## src/rtl/load_stage_if.sv

```systemverilog
// load_stage_if: word-stream input and block output bundle of the SHAKE absorb stage
interface load_stage_if #(
    parameter int W    = 64,
    parameter int RATE = 1344
);
    logic [W-1:0]    data_in;
    logic            valid_i;
    logic            ready_o;
    logic            last_i;
    logic [3:0]      last_len_i;
    logic [1:0]      operation_mode_in;
    logic [RATE-1:0] block_o;
    logic            block_valid_o;
    logic            block_ready_i;
    logic            block_last_o;
    logic [1:0]      operation_mode_o;
    modport master (
        output data_in, valid_i, last_i, last_len_i, operation_mode_in, block_ready_i,
        input  ready_o, block_o, block_valid_o, block_last_o, operation_mode_o
    );
    modport slave (
        input  data_in, valid_i, last_i, last_len_i, operation_mode_in, block_ready_i,
        output ready_o, block_o, block_valid_o, block_last_o, operation_mode_o
    );
endinterface

```

## src/rtl/load_stage.sv

```systemverilog
// load_stage: packs message words into rate-wide blocks; SHAKE padding when LOAD_STAGE_PAD_EN is defined
module load_stage #(
    parameter int W    = 64,
    parameter int RATE = 1344
) (
    input logic         clk,
    input logic         rst,
    load_stage_if.slave bus
);
    localparam logic [1:0] SHAKE256_MODE_VEC = 2'b01;
    localparam int AW = $clog2(RATE);

`ifdef LOAD_STAGE_PAD_EN
    typedef enum logic [1:0] {FILL, FULL, PADBLK} state_t;
`else
    typedef enum logic [1:0] {FILL, FULL} state_t;
`endif

    state_t          state_q;
    logic [4:0]      idx_q;
    logic [RATE-1:0] blk_q, blk_d;
    logic            ready_q, valid_q, last_q, start_q;
    logic [1:0]      mode_q, mode_cur;
    logic [4:0]      depth;
    logic            acc, done;

    // The first word of a message uses the incoming mode before it is latched
    assign mode_cur = start_q ? bus.operation_mode_in : mode_q;
    assign depth    = mode_cur == SHAKE256_MODE_VEC ? 5'd17 : 5'd21;
    assign acc      = bus.valid_i && bus.ready_o;
    assign done     = bus.last_i || idx_q == depth - 5'd1;

    assign bus.ready_o          = ready_q && rst;
    assign bus.block_o          = blk_q;
    assign bus.block_valid_o    = valid_q;
    assign bus.block_last_o     = last_q;
    assign bus.operation_mode_o = mode_q;

`ifdef LOAD_STAGE_PAD_EN
    localparam int BPW = W / 8;
    logic [3:0]      len;
    logic            full_tail, pend_q;
    logic [W-1:0]    word_pad;
    logic [RATE-1:0] pad_blk;
    logic [4:0]      depth_q;

    assign len       = bus.last_len_i > 4'(BPW) ? 4'(BPW) : bus.last_len_i;
    assign full_tail = len == 4'(BPW) && idx_q == depth - 5'd1;
    assign depth_q   = mode_q == SHAKE256_MODE_VEC ? 5'd17 : 5'd21;

    // Keep the valid bytes of the final word and place the 0x1F domain byte right after them
    always_comb begin
        word_pad = '0;
        for (int b = 0; b < BPW; b++)
            word_pad[8*b +: 8] = len > 4'(b) ? bus.data_in[8*b +: 8] : (len == 4'(b) ? 8'h1F : 8'h00);
    end

    // Merge the accepted word; a final word also spills 0x1F into the next word and sets the closing 0x80
    always_comb begin
        blk_d = blk_q;
        blk_d[AW'(W*idx_q) +: W] = bus.last_i ? word_pad : bus.data_in;
        if (bus.last_i && len == 4'(BPW) && idx_q != depth - 5'd1)
            blk_d[AW'(W*(idx_q + 5'd1)) +: 8] = 8'h1F;
        if (bus.last_i && !full_tail)
            blk_d[AW'(W*depth) - AW'(8) +: 8] = blk_d[AW'(W*depth) - AW'(8) +: 8] | 8'h80;
    end

    // Block made of padding only, used when the message exactly filled the previous block
    always_comb begin
        pad_blk = '0;
        pad_blk[7:0] = 8'h1F;
        pad_blk[AW'(W*depth_q) - AW'(8) +: 8] = 8'h80;
    end
`else
    logic unused_len;
    assign unused_len = ^bus.last_len_i;

    // Source supplies pre-padded words; just drop each one into its slot
    always_comb begin
        blk_d = blk_q;
        blk_d[AW'(W*idx_q) +: W] = bus.data_in;
    end
`endif

    // Fill / hold / pad-block sequencing with registered handshake outputs
    always_ff @(posedge clk) begin
        if (!rst) begin
            state_q <= FILL;
            idx_q   <= '0;
            blk_q   <= '0;
            ready_q <= 1'b1;
            valid_q <= 1'b0;
            last_q  <= 1'b0;
            start_q <= 1'b1;
            mode_q  <= '0;
`ifdef LOAD_STAGE_PAD_EN
            pend_q  <= 1'b0;
`endif
        end else begin
            case (state_q)
                FILL: if (acc) begin
                    blk_q <= blk_d;
                    if (start_q) begin
                        mode_q  <= bus.operation_mode_in;
                        start_q <= 1'b0;
                    end
                    if (done) begin
                        state_q <= FULL;
                        ready_q <= 1'b0;
                        valid_q <= 1'b1;
`ifdef LOAD_STAGE_PAD_EN
                        last_q  <= bus.last_i && !full_tail;
                        pend_q  <= bus.last_i && full_tail;
`else
                        last_q  <= bus.last_i;
`endif
                    end else begin
                        idx_q <= idx_q + 5'd1;
                    end
                end
                FULL: if (bus.block_ready_i) begin
                    valid_q <= 1'b0;
                    last_q  <= 1'b0;
                    start_q <= last_q;
`ifdef LOAD_STAGE_PAD_EN
                    if (pend_q) begin
                        state_q <= PADBLK;
                        pend_q  <= 1'b0;
                    end else
`endif
                    begin
                        state_q <= FILL;
                        ready_q <= 1'b1;
                        blk_q   <= '0;
                        idx_q   <= '0;
                    end
                end
`ifdef LOAD_STAGE_PAD_EN
                PADBLK: begin
                    blk_q   <= pad_blk;
                    last_q  <= 1'b1;
                    valid_q <= 1'b1;
                    state_q <= FULL;
                end
`endif
                default: state_q <= FILL;
            endcase
        end
    end
endmodule

```

## src/flat_wrapper.sv

```systemverilog
// flat-port wrapper written by rule: the top's interface ports become plain ports
module load_stage_flat 
#(
    parameter int W    = 64,
    parameter int RATE = 1344
)
  (clk, rst, bus_data_in, bus_valid_i, bus_last_i, bus_last_len_i, bus_operation_mode_in, bus_block_ready_i, bus_ready_o, bus_block_o, bus_block_valid_o, bus_block_last_o, bus_operation_mode_o);
  load_stage_if #(.W(W), .RATE(RATE)) bus_i ();
  input logic clk;
  input logic rst;
  input wire logic [$bits(bus_i.data_in)-1:0] bus_data_in;
  input wire logic [$bits(bus_i.valid_i)-1:0] bus_valid_i;
  input wire logic [$bits(bus_i.last_i)-1:0] bus_last_i;
  input wire logic [$bits(bus_i.last_len_i)-1:0] bus_last_len_i;
  input wire logic [$bits(bus_i.operation_mode_in)-1:0] bus_operation_mode_in;
  input wire logic [$bits(bus_i.block_ready_i)-1:0] bus_block_ready_i;
  output wire logic [$bits(bus_i.ready_o)-1:0] bus_ready_o;
  output wire logic [$bits(bus_i.block_o)-1:0] bus_block_o;
  output wire logic [$bits(bus_i.block_valid_o)-1:0] bus_block_valid_o;
  output wire logic [$bits(bus_i.block_last_o)-1:0] bus_block_last_o;
  output wire logic [$bits(bus_i.operation_mode_o)-1:0] bus_operation_mode_o;
  assign bus_i.data_in = bus_data_in;
  assign bus_i.valid_i = bus_valid_i;
  assign bus_i.last_i = bus_last_i;
  assign bus_i.last_len_i = bus_last_len_i;
  assign bus_i.operation_mode_in = bus_operation_mode_in;
  assign bus_i.block_ready_i = bus_block_ready_i;
  assign bus_ready_o = bus_i.ready_o;
  assign bus_block_o = bus_i.block_o;
  assign bus_block_valid_o = bus_i.block_valid_o;
  assign bus_block_last_o = bus_i.block_last_o;
  assign bus_operation_mode_o = bus_i.operation_mode_o;
  load_stage #(.W(W), .RATE(RATE)) u_core (.clk(clk), .rst(rst), .bus(bus_i));
endmodule
```

## config.mk

```make
export PLATFORM = sky130hd
export DESIGN_NAME = load_stage_flat
export DESIGN_NICKNAME = d
export VERILOG_FILES = /design/src/rtl/load_stage_if.sv /design/src/rtl/load_stage.sv /design/src/flat_wrapper.sv
export SDC_FILE = /design/constraint.sdc
export NUM_CORES = 2
export LEC_CHECK = 0
export ABC_CLOCK_PERIOD_IN_PS = 3000
export CORE_AREA = 2 2 549 551
export CTS_BUF_LIST = sky130_fd_sc_hd__clkbuf_4
export CTS_CLUSTER_SIZE = 16
export DETAILED_ROUTE_END_ITERATION = 12
export DIE_AREA = 0 0 551 553
export GPL_TIMING_DRIVEN = 0
export PLACE_DENSITY = 0.39
export SETUP_SLACK_MARGIN = 0.5
export SYNTH_ARGS = -nofsm -noshare
export SYNTH_HDL_FRONTEND = slang
export SYNTH_SLANG_ARGS = --single-unit
```

## constraint.sdc

```tcl
create_clock -name clk -period 3 [get_ports clk]
set_input_delay 0.45 -clock clk [delete_from_list [all_inputs] [get_ports clk]]
set_output_delay 0.45 -clock clk [all_outputs]
set_load 0.01 [all_outputs]
```

After elaboration in Yosys (flattened, before gate mapping) --
Index checks and enable logic that the tools add are counted.
Word-level totals: flip-flop bits (word level) 1357, bits of input ports 75, output and inout port bits 1349, logic and storage cells 58
Operators by class: $add $sub $neg 3, eq/ne operators 7, shift operators 2, multiplexer cells 28, reductions and logical operators 10
Operators with widths (number):
- 1344-bit two-way mux | 2
- 1344-bit one-hot mux with 2 select lines | 1
- 1344-bit bitwise mux | 1
- 64-bit by 13-bit variable shift with 1344-bit output, first input constant | 1
- 64-bit by 13-bit indexed part select with 1344-bit output | 1
- 5-bit two-way mux | 3
- 11-bit negator with 13-bit output | 1
- 1-bit two-way mux | 10
- 5-bit one-hot mux with 2 select lines | 1
- 2-bit two-way mux | 4
- 1-bit one-hot mux with 2 select lines | 4
- 4-bit AND reduction | 2
- 3-bit AND reduction | 2
- 5-bit by 1-bit adder with 5-bit output, second input constant | 1
- 5-bit equality test | 1
- 5-bit by 1-bit subtractor with 5-bit output, second input constant | 1
- 2-bit by 1-bit equality test with 1-bit output, second input constant | 2
- 2-bit by 1-bit inequality test with 1-bit output, second input constant | 2
- 2-bit inequality test, second input constant | 2
- 2-bit one-hot mux with 2 select lines | 1
- 3-bit two-way mux | 1
- 1-bit logical AND | 2
- 2-bit zero test | 1
- 2-bit AND reduction | 1
- 2 further kinds | 2

Longest topological paths before layout --
depth after elaboration 9, mapped depth 12, gate-level depth less buffers 7

Worst setup path before layout --
No wires, ideal clock.
path kind register to register, from reg u_core.idx_q[0], to reg u_core.blk_q[784], in the netlist u_core.bus.block_o[784], setup time 0.117 ns, arrival time 2.573 ns, required time 2.883 ns, setup slack 0.310 ns, stages on the path, launching flop included 12, path buffers 5, clock period less this slack 2.690 ns, cell sequence dfxtp_1 buf_2 inv_1 ha_1 buf_2 xnor2_1 buf_2 nand2_1 o21a_1 buf_2 buf_2 a22o_1
Between the ends: longest elaborated chain between the ends 5, elaborated cells on any way between the ends 6, those cells by class 1 x add/sub; 2 x shift; 3 x mux
RTL lines:
- start, declared | RTL line load_stage.sv:20 | logic [4:0] idx_q;
- start signal, assigned | RTL line load_stage.sv:118 | idx_q <= idx_q + 5'd1;
- 11-bit negator with 13-bit output * | RTL line load_stage.sv:81 | blk_d[AW'(W*idx_q) +: W] = bus.data_in;
- 64-bit by 13-bit indexed part select with 1344-bit output / 64-bit by 13-bit variable shift with 1344-bit output (equally long branches) | RTL line load_stage.sv:81
- 1344-bit bitwise mux * | RTL line load_stage.sv:81
- 1344-bit two-way mux * | RTL line load_stage.sv:101 | FILL: if (acc) begin
- 1344-bit one-hot mux with 2 select lines * | RTL line load_stage.sv:100 | case (state_q)
- end signal, assigned | RTL line load_stage.sv:102 | blk_q <= blk_d;
- end, declared | RTL line load_stage.sv:21 | logic [RATE-1:0] blk_q, blk_d;
Every way passes the cells marked *; elsewhere a longest branch is shown, timed or not. The select of a mux whose other input is x is not followed. A chain may end at the register's enable or synchronous reset.

Worst setup path in the final report --
from reg u_core.idx_q[0], to reg u_core.blk_q[974], in the netlist u_core.bus.block_o[974]
Same word-level chain as after synthesis.

==> results.tsv <==
metric	value	unit
row cnt	201	
Starting Density	15.55	%
CTS max path bufs	4	
min cycle time layout	3.010	ns
IO buf count	1406	
Post-synth top flop	dfxtp_1	
global placer's final weighted congestion	0.8628	
FF/Latch Area	0.02717	mm2
fmax	0.3322	GHz
Fillers	32630	
Hold Worst Slack	0.1166	ns
number of synthesis warnings	0	
Max FO, Critical Path	10	
Worst EP arrival	4.26	ns
Setup Skew	0.1940	ns
DR vias	49610	
Die Wd	551	um
cell area after synthesis	0.04645	mm2
die height	553	um
I/O pin total	1424	
WP data required	4.25	ns
max_cap viols	0	
Setup TNS Final	-0.009905	ns
TritonCTS clock tree	yes	
drc violations	0	
GRT overflow	0	
final hold vios	0	
worst hold path stage count	3	
initial antenna violation count	67	
post-DP HPWL	297.0	mm
DRT Wirelength	380.4	mm
commonest non-fill, non-tap cell in the layout	dfxtp_1	
Layout area overhead	58.77	%
TritonRoute pass-1 iters	5	
Max H-tree Level	5	
cells along the critical path	buf_8 > clkinv_8 > ha_4 > clkbuf_4 > nor2_1 > nand3_1 > nor2_1 > a22o_1	
most frequent cells in the layout	1329 x dfxtp_1, 747 x clkdlybuf4s50_1, 624 x dlygate4sd2_1	
worst relative slew slack	5.381	%
final-report max-slew violation count	0	
Sink Count	1355	
period utilization	100.3	%
# setup viols final	1	
status	finished with violations	
startpoint types	flop	
LEAKAGE	0.02859	uW
Async SR Flop Fraction	0	%
CP dominant cell by count	nor2_1	
CP max stage cell	nor2_1	
actual slew at the worst max-slew pin	1.415	ns
largest net degree at the start of global routing	17	
Wirelength per Cell	35.11	um
Synth Register Bits	1355	
Worst Hold Class	in2reg	
core area	0.2988	mm2
Clock Latency Late Sink	1.44	ns
1st-iter DRT viols	4051	
Syn Nets	4664	
R2R cell count	8	
Syn Area/Cell	10.14	um2
first-pass GRT wire length	481.9	mm
vias per cell	4.579	
CTS buffer count	395	
flop-to-flop setup slack	-0.01	ns
Seq/Total Area, Yosys	58.39	%
pwr/cell area	538.0	mW/mm2
gr usage total	23.80	%
die footprint	0.3047	mm2
NumNets Final	6646	
share of post-route cells with drive strength above 1	18.35	%
area of the multi-input gates	0.01783	mm2
Synth Instances	4583	
final setup margin	-0.009905	ns
pre-CTS WS	-2.333	ns
Routed Antenna Nets	0	
CP Capture Type	flop	
number of global-route vias before repair	47800	
Max IR drop VDD	0.2334	mV
Slowest Stage Delay on Critical Path	0.92	ns
Distinct cells, synth	77	
CTS clk-pin slew, worst paths	0.07	ns
RSZ-0062 raised after global routing	true	
CTS Root Buffer Type	clkbuf_4	
number of synthesized flops with an enable pin	0	
failing checks	setup timing	
critical path class	reg2reg	
## worst max-delay path, delay by kind of cell (launching register included)
kind | cells | cell delay (ns)
AND/OR/NAND/NOR | 3 | 1.47
buffers and inverters | 3 | 0.45
flip-flops | 1 | 0.36
AO/OA/AOI/OAI | 1 | 0.27
adder cells (fa/ha/maj) | 1 | 0.24
## report_power, final
group | internal (uW) | switching [uW] | leakage (uW)
sequential | 18000 | 40.5 | 0.0109
clock | 8660 | 9120 | 0.00281
combinational | 885 | 2930 | 0.0149
## worst paths after layout
path | startpoint | endpoint
max reg2reg | u_core.idx_q[0] | u_core.bus.block_o[974]
min | bus_data_in[21] | u_core.bus.block_o[21]
max | u_core.idx_q[0] | u_core.bus.block_o[974]
min reg2reg | u_core.bus.block_o[157] | u_core.bus.block_o[157]
## sequential cells by signal, indices dropped and copies added (netlist names)
register	flops
u_core.start_q	1
u_core.bus.block_valid_o	1
u_core.bus.block_last_o	1
u_core.idx_q	5
u_core.ready_q	1
u_core.bus.block_o	1344
u_core.bus.operation_mode_o	2
## per-layer routing
metal / part of all wire (%) / vias to the layer above / track usage, %
met4: 4.6 / 24 / 9.681
met1: 41 / 24810 / 29.21
met2: 44 / 2911 / 37.32
li1: - / 21230 / -
met5: 0.038 / - / 0
met3: 11 / 638 / 8.775
## stage by stage
stage               cell area, um2  utilization [%]  instances  total power (uW)
floorplan                    46470                -       4583             19620
global placement             65490            21.92       9947             21790
detailed placement           66330            22.20       9979             21910
CTS                          72550            24.28      10750             39950
global route                 73670            24.66      10800             41170
finish                       73760            24.69      10830             39680
## cells in the mapped netlist, types with 10 or more instances
cell       instances  share of area (%)
nand2_1          561                4.5
buf_2            109                1.2
a21boi_0          61               0.99
o21ai_1           16               0.17
buf_1             47               0.38
o2bb2ai_1        234                4.4
nor2_1            44               0.36
clkbuf_1         357                2.9
o31ai_1          182                2.9
nand4_1          103                1.4
o21ai_0          326                3.5
dfxtp_1         1355                 58
buf_6             14               0.34
nand3_1          492                5.3
a22o_1           331                6.2
a32o_1           190                4.1
nand2b_1          10               0.13
## kinds of logic (layout without fill, tap and decap cells)
kind of cell	count (synthesis)	after routing	synth area share [%]
other	0	40	0
and+or+nand+nor	1278	1278	12.86
DFF	1355	1355	58.39
muxes	5	5	0.1427
xor gates and xnor gates	2	2	0.03771
adders and majority gates	6	6	0.1616
buffers and inverters	544	2796	4.991
AOI/OAI and AO/OA	1393	1393	23.42
## final cells by class
| class | count | share of cell area (%) |
|---|---|---|
| antenna | 40 | 0.1357 |
| buffer | 536 | 4.421 |
| clock buffer | 549 | 5.588 |
| clock inverter | 118 | 0.8550 |
| inverter | 7 | 0.06107 |
| multi-input combinational | 2684 | 24.17 |
| sequential | 1355 | 36.84 |
| tap | 3958 | 6.714 |
| timing repair buffer | 1586 | 21.21 |
## what timing repair did
action	in CTS	in global routing
buffers inserted	66	35
gates cloned	1	6
pin swaps	36	26
resized for setup	1051	319
endpoints found under the hold margin	296	0
hold buffers	40	0
setup endpoints to repair	2704	2703
(Power assumes the default switching activity.)
